## config.mk

```make
export PLATFORM = sky130hd
export DESIGN_NAME = bitrev_scramble_ctrl
export DESIGN_NICKNAME = d
export VERILOG_FILES = /design/src/rtl/bitrev_scramble_ctrl.sv
export SDC_FILE = /design/constraint.sdc
export NUM_CORES = 1
export LEC_CHECK = 0
export ABC_AREA = 0
export ABC_CLOCK_PERIOD_IN_PS = 1900
export CAP_MARGIN = 20
export CORE_MARGIN = 2
export CORE_UTILIZATION = 38
export DETAILED_ROUTE_END_ITERATION = 10
export PLACE_DENSITY = 0.89
export SETUP_SLACK_MARGIN = 0.3
export SLEW_MARGIN = 30
export SYNTH_ARGS = -nofsm -noshare
export SYNTH_HDL_FRONTEND = slang
export SYNTH_SLANG_ARGS = --single-unit
export TNS_END_PERCENT = 30
```

## constraint.sdc

```tcl
create_clock -name i_CLK -period 1.9 [get_ports i_CLK]
set_input_delay 0.19 -clock i_CLK [delete_from_list [all_inputs] [get_ports i_CLK]]
set_output_delay 0.19 -clock i_CLK [all_outputs]
set_load 0.01 [all_outputs]
```

## src/rtl/bitrev_scramble_ctrl.sv

```systemverilog
// Scramble RAM controller: loads one natural-order frame through write port A,
// then drains it as bit-reversed butterfly pairs through read ports A/B.
module bitrev_scramble_ctrl #(
  parameter int unsigned WORD_SIZE = 16,
  parameter int unsigned MEM_SIZE  = 32,
  parameter int unsigned ADDR_SIZE = $clog2(MEM_SIZE)
) (
  input  logic                 i_CLK,
  input  logic                 i_RST,
  input  logic                 i_in_valid,
  output logic                 o_in_ready,
  input  logic [WORD_SIZE-1:0] i_in_data,
  output logic                 o_out_valid,
  input  logic                 i_out_ready,
  output logic [WORD_SIZE-1:0] o_out_data_A,
  output logic [WORD_SIZE-1:0] o_out_data_B,
  output logic                 o_frame_done,
  output logic                 o_write_en_A,
  output logic [ADDR_SIZE-1:0] o_write_addr_A,
  output logic [WORD_SIZE-1:0] o_write_data_A,
  output logic                 o_read_en_A,
  output logic                 o_read_en_B,
  output logic [ADDR_SIZE-1:0] o_read_addr_A,
  output logic [ADDR_SIZE-1:0] o_read_addr_B,
  input  logic [WORD_SIZE-1:0] i_read_data_A,
  input  logic [WORD_SIZE-1:0] i_read_data_B
);

  localparam int unsigned PAIRS = MEM_SIZE / 2;

  localparam logic [0:0] ST_LOAD  = 1'b0;
  localparam logic [0:0] ST_DRAIN = 1'b1;

  logic [0:0]           state, state_nxt;
  logic [ADDR_SIZE-1:0] wr_cnt, wr_cnt_nxt;
  logic [ADDR_SIZE-1:0] pair_cnt, pair_cnt_nxt;
  logic                 in_ready_q;
  logic                 out_valid_q, out_valid_nxt;
  logic [WORD_SIZE-1:0] out_a_q, out_a_nxt;
  logic [WORD_SIZE-1:0] out_b_q, out_b_nxt;
  logic                 accept;
  logic                 issue;
  logic                 xfer;
  logic                 last_xfer;
  logic [ADDR_SIZE-1:0] even_idx;
  logic [ADDR_SIZE-1:0] odd_idx;

  // Pair k reads natural indices 2k and 2k+1 through a bit-reversing wire swap.
  assign even_idx = {pair_cnt[ADDR_SIZE-2:0], 1'b0};
  assign odd_idx  = {pair_cnt[ADDR_SIZE-2:0], 1'b1};

  for (genvar g = 0; g < ADDR_SIZE; g++) begin : g_rev
    assign o_read_addr_A[g] = even_idx[ADDR_SIZE-1-g];
    assign o_read_addr_B[g] = odd_idx[ADDR_SIZE-1-g];
  end

  // State and datapath registers
  always_ff @(posedge i_CLK) begin
    if (i_RST) begin
      state       <= ST_LOAD;
      wr_cnt      <= '0;
      pair_cnt    <= '0;
      in_ready_q  <= 1'b1;
      out_valid_q <= 1'b0;
      out_a_q     <= '0;
      out_b_q     <= '0;
    end else begin
      state       <= state_nxt;
      wr_cnt      <= wr_cnt_nxt;
      pair_cnt    <= pair_cnt_nxt;
      in_ready_q  <= (state_nxt == ST_LOAD);
      out_valid_q <= out_valid_nxt;
      out_a_q     <= out_a_nxt;
      out_b_q     <= out_b_nxt;
    end
  end

  // Next-state, counters and the output pair register load
  always_comb begin
    state_nxt     = state;
    wr_cnt_nxt    = wr_cnt;
    pair_cnt_nxt  = pair_cnt;
    out_valid_nxt = out_valid_q;
    out_a_nxt     = out_a_q;
    out_b_nxt     = out_b_q;
    accept        = 1'b0;
    issue         = 1'b0;
    last_xfer     = 1'b0;
    xfer          = out_valid_q & i_out_ready;

    case (state)
      ST_LOAD: begin
        accept = i_in_valid & in_ready_q;
        if (accept) begin
          if (wr_cnt == ADDR_SIZE'(MEM_SIZE - 1)) begin
            wr_cnt_nxt = '0;
            state_nxt  = ST_DRAIN;
          end else begin
            wr_cnt_nxt = wr_cnt + ADDR_SIZE'(1);
          end
        end
      end
      ST_DRAIN: begin
        // pair_cnt counts pairs issued; reaching PAIRS means the frame is fully read.
        issue     = (~out_valid_q | i_out_ready) & (pair_cnt < ADDR_SIZE'(PAIRS));
        last_xfer = xfer & (pair_cnt == ADDR_SIZE'(PAIRS));
        if (issue) begin
          out_a_nxt     = i_read_data_A;
          out_b_nxt     = i_read_data_B;
          out_valid_nxt = 1'b1;
          pair_cnt_nxt  = pair_cnt + ADDR_SIZE'(1);
        end else if (xfer) begin
          out_valid_nxt = 1'b0;
        end
        if (last_xfer) begin
          state_nxt    = ST_LOAD;
          pair_cnt_nxt = '0;
        end
      end
      default: begin
        state_nxt = ST_LOAD;
      end
    endcase
  end

  assign o_in_ready     = in_ready_q;
  assign o_write_en_A   = accept;
  assign o_write_addr_A = wr_cnt;
  assign o_write_data_A = i_in_data;
  assign o_read_en_A    = issue;
  assign o_read_en_B    = issue;
  assign o_out_valid    = out_valid_q;
  assign o_out_data_A   = out_a_q;
  assign o_out_data_B   = out_b_q;
  assign o_frame_done   = last_xfer;

endmodule

```

==> summary.txt <==
Outcome
  – Status: complete, no violations

Floorplanning
  – Die Span Y: 78.1 um
  – Rows: 26
  – Starting Density: 0.400
  – Die width: 78.1 um
  – Die ar.: 6090 um2
  – Core area: 5200 um2
  – Num ports: 121

Synth
  – Register area share after synthesis: 0.432
  – Avg Cell Area, Syn: 8.21 um2
  – Distinct cell type count after synthesis: 32
  – Mapped Area: 2080 um2
  – Yosys reg bits: 45
  – Syn Nets: 310
  – Post-Synthesis Cells: 254
  – Warnings, synthesis: 0

STA
  – Period minus WS final: 1.58 ns
  – Setup violations, final: 0
  – Period utilization: 0.830
  – Final TNS setup: 0 ns
  – Max Clk Rate: 0.634 GHz
  – Max Clock Skew: 0.00487 ns
  – Final hold vios: 0
  – Unrepaired setup endpoints after global routing: true
  – Final Max Tran Viols: 0
  – Hold WS: 0.380 ns
  – Setup ws final: 0.322 ns

Critical path
  – CP Launch Type: register
  – Worst path cell trace: nand2b_1, buf_4, or4_1, a21oi_1
  – Slowest stage delay, CP: 0.50 ns
  – Reg2reg path depth: 4
  – CP Data Required Time: 2.13 ns
  – Arrival time worst endpoint: 1.81 ns
  – CP Max Fanout: 37
  – WP buf/inv: 1
  – Worst path top cell family by delay: simple AND/OR/NAND/NOR gates
  – Stages on the worst setup path: 4
  – Slowest cell on the critical path: or4_1
  – Crit path kind: register to register
  – Crit. End Element: register

Clock tree
  – Clk sinks: 45
  – Hold-fix buffers at CTS: 0
  – CTS tree: done
  – Clock tree buffer depth: 2
  – Clk_lat worst skew: 0.29 ns
  – H-tree levels: 2
  – Clock transition at the registers of the reported paths: 0.08 ns
  – Root buf cell: clkbuf_8
  – Num CTS Buffers: 5

GRT
  – First-pass GRT wire length: 8830 um
  – Largest net degree at the start of global routing: 38
  – Global-route congestion overflow total: 0
  – Number of global-route vias before repair: 1850
  – Initial antenna violation count: 0
  – Total Routing Usage GR: 0.176

Power
  – Pleak: 1.02 nW
  – Power per Cell Area: 601 nW/um2
  – VDD IR max: 336 uV
  – Psw: 0.358 mW
  – Comb power frac: 0.070
  – Switch share: 0.197
  – Internal power: 1.46 mW
  – Total design power: 1.82 mW
  – Register share of total power: 0.524
  – Clock share of power: 0.407

Worst hold path
  – HP Class: primary input to primary output
  – Hold depth: 0

Route
  – WL per Instance: 14.3 um
  – Met3 WL: 410 um
  – Number of nets with antenna violations after routing: 0
  – Drt via density: 5.21
  – Final wirelength: 5450 um
  – DR top layer: met4
  – DRT iter0 DRCs: 72
  – DRT met1 WL: 2360 um
  – Drt drc: 0
  – Vias: 1991
  – Drt pass-1 iters: 4
  – Met2 wire length: 2640 um

Flow run
  – Max-Cap Viols: 0

Finish
  – Antenna Cells: 0
  – Nets: 367
  – Area growth syn-to-layout: 44.8%
  – Fin util: 0.580
  – Commonest non-fill, non-tap cell in the layout: clkdlybuf4s50_1
  – Share of layout cells above drive strength 1: 0.112
  – Leading cell types in the layout, fill and taps excluded: clkdlybuf4s50_1 (82), a21oi_1 (42), dfxtp_1 (40), nand3_1 (34), o21ai_1 (27)

Placement
  – HPWL Detailed: 3720 um
  – Pre-CTS WS: 0.104 ns
  – GPL Wtd Cong: 0.835
  – Port Buf Inserts: 86
[sequential cells by signal, indices dropped and copies added, names as in the netlist]
register / cells
o_out_data_A: 16
o_out_valid: 1
o_in_ready: 1
state: 1
pair_cnt: 5
o_write_addr_A: 5
o_out_data_B: 16
[power groups by stage]
| stage | Sequential [mW] | Clock, mW | Combinational, mW |
|---|---|---|---|
| 2_1_floorplan | 0.973 | 0 | 0.0647 |
| 3_3_place_gp | 0.972 | 0 | 0.118 |
| 3_5_place_dp | 0.973 | 0 | 0.118 |
| 4_1_cts | 0.950 | 0.756 | 0.119 |
| 5_1_grt | 0.952 | 0.799 | 0.137 |
| 6_report | 0.951 | 0.739 | 0.126 |
[worst reg2reg max path, stage by stage, from the launching register on]
cell	delay (ns)
dfxtp_1	0.40
nand2b_1	0.21
buf_4	0.26
or4_1	0.50
a21oi_1	0.14
[metrics by stage]
step           area [um2]  cells
2_1_floorplan        2090    254
3_3_place_gp         2820    370
3_5_place_dp         2820    370
4_1_cts              2950    378
5_1_grt              3020    382
6_report             3020    382
[what timing repair did]
| action | in CTS | in global routing |
|---|---|---|
| pin swaps | 0 | 4 |
| endpoints found under the setup margin | 6 | 29 |
| gates resized for setup | 6 | 14 |
| buffers inserted | 0 | 4 |
[routing by layer]
metal,global-route usage,up-vias
met4,0.0386,0
met3,0.0494,6
met1,0.221,918
li1,-,980
met2,0.301,87
met5,0,-
[final timing paths]
kind	startpoint	end	slack (ns)
worst min register to register	o_out_data_B[8]	o_out_data_B[8]	0.48
worst min-delay path	i_in_data[13]	o_write_data_A[13]	0.38
worst max-delay path	pair_cnt[4]	pair_cnt[4]	0.32
worst max register to register	pair_cnt[4]	pair_cnt[4]	0.32
[area by class of cell]
type                            instances  area [um2]
Multi-Input combinational cell        156         921
Fill cell                             480        2190
Sequential cell                        45         910
Clock buffer                            7        86.3
Tap cell                               70        87.6
Timing Repair Buffer                   98         966
Inverter                                5        18.8
Clock inverter                          1        30.0
[Yosys cell counts]
cell,n,share of area
conb_1,2,0.0036
nand4bb_1,1,0.0054
buf_2,9,0.022
buf_4,27,0.097
o21ai_0,9,0.022
o31ai_1,2,0.0072
inv_1,4,0.0072
or3_1,1,0.0030
nand2b_1,3,0.0090
o21ai_1,27,0.065
ha_1,4,0.024
or4_1,4,0.014
a311oi_1,1,0.0042
buf_6,1,0.0054
nand3b_4,1,0.0096
buf_1,2,0.0036
and3_1,2,0.0060
dfxtp_1,45,0.43
o22ai_1,1,0.0030
a32oi_1,1,0.0042
o31a_1,1,0.0042
a21oi_1,42,0.10
a31oi_1,2,0.0060
clkbuf_1,9,0.016
nand2_1,9,0.016
nand3_1,34,0.082
o221ai_1,1,0.0042
or4b_1,1,0.0048
clkinv_1,1,0.0018
nor2b_1,2,0.0060
a21o_1,1,0.0036
nor2_1,4,0.0072
[cells by family (layout without fill, tap and decap cells)]
logic type / after synthesis / count (layout) / synth area share
other cells: 2 / 2 / 0.00360
fa+ha+maj: 4 / 4 / 0.0240
compound gates: 88 / 88 / 0.224
flops: 45 / 45 / 0.432
simple gates: 62 / 62 / 0.163
buf+inv: 53 / 111 / 0.153
No activity file was read; power rests on OpenSTA's default activity.
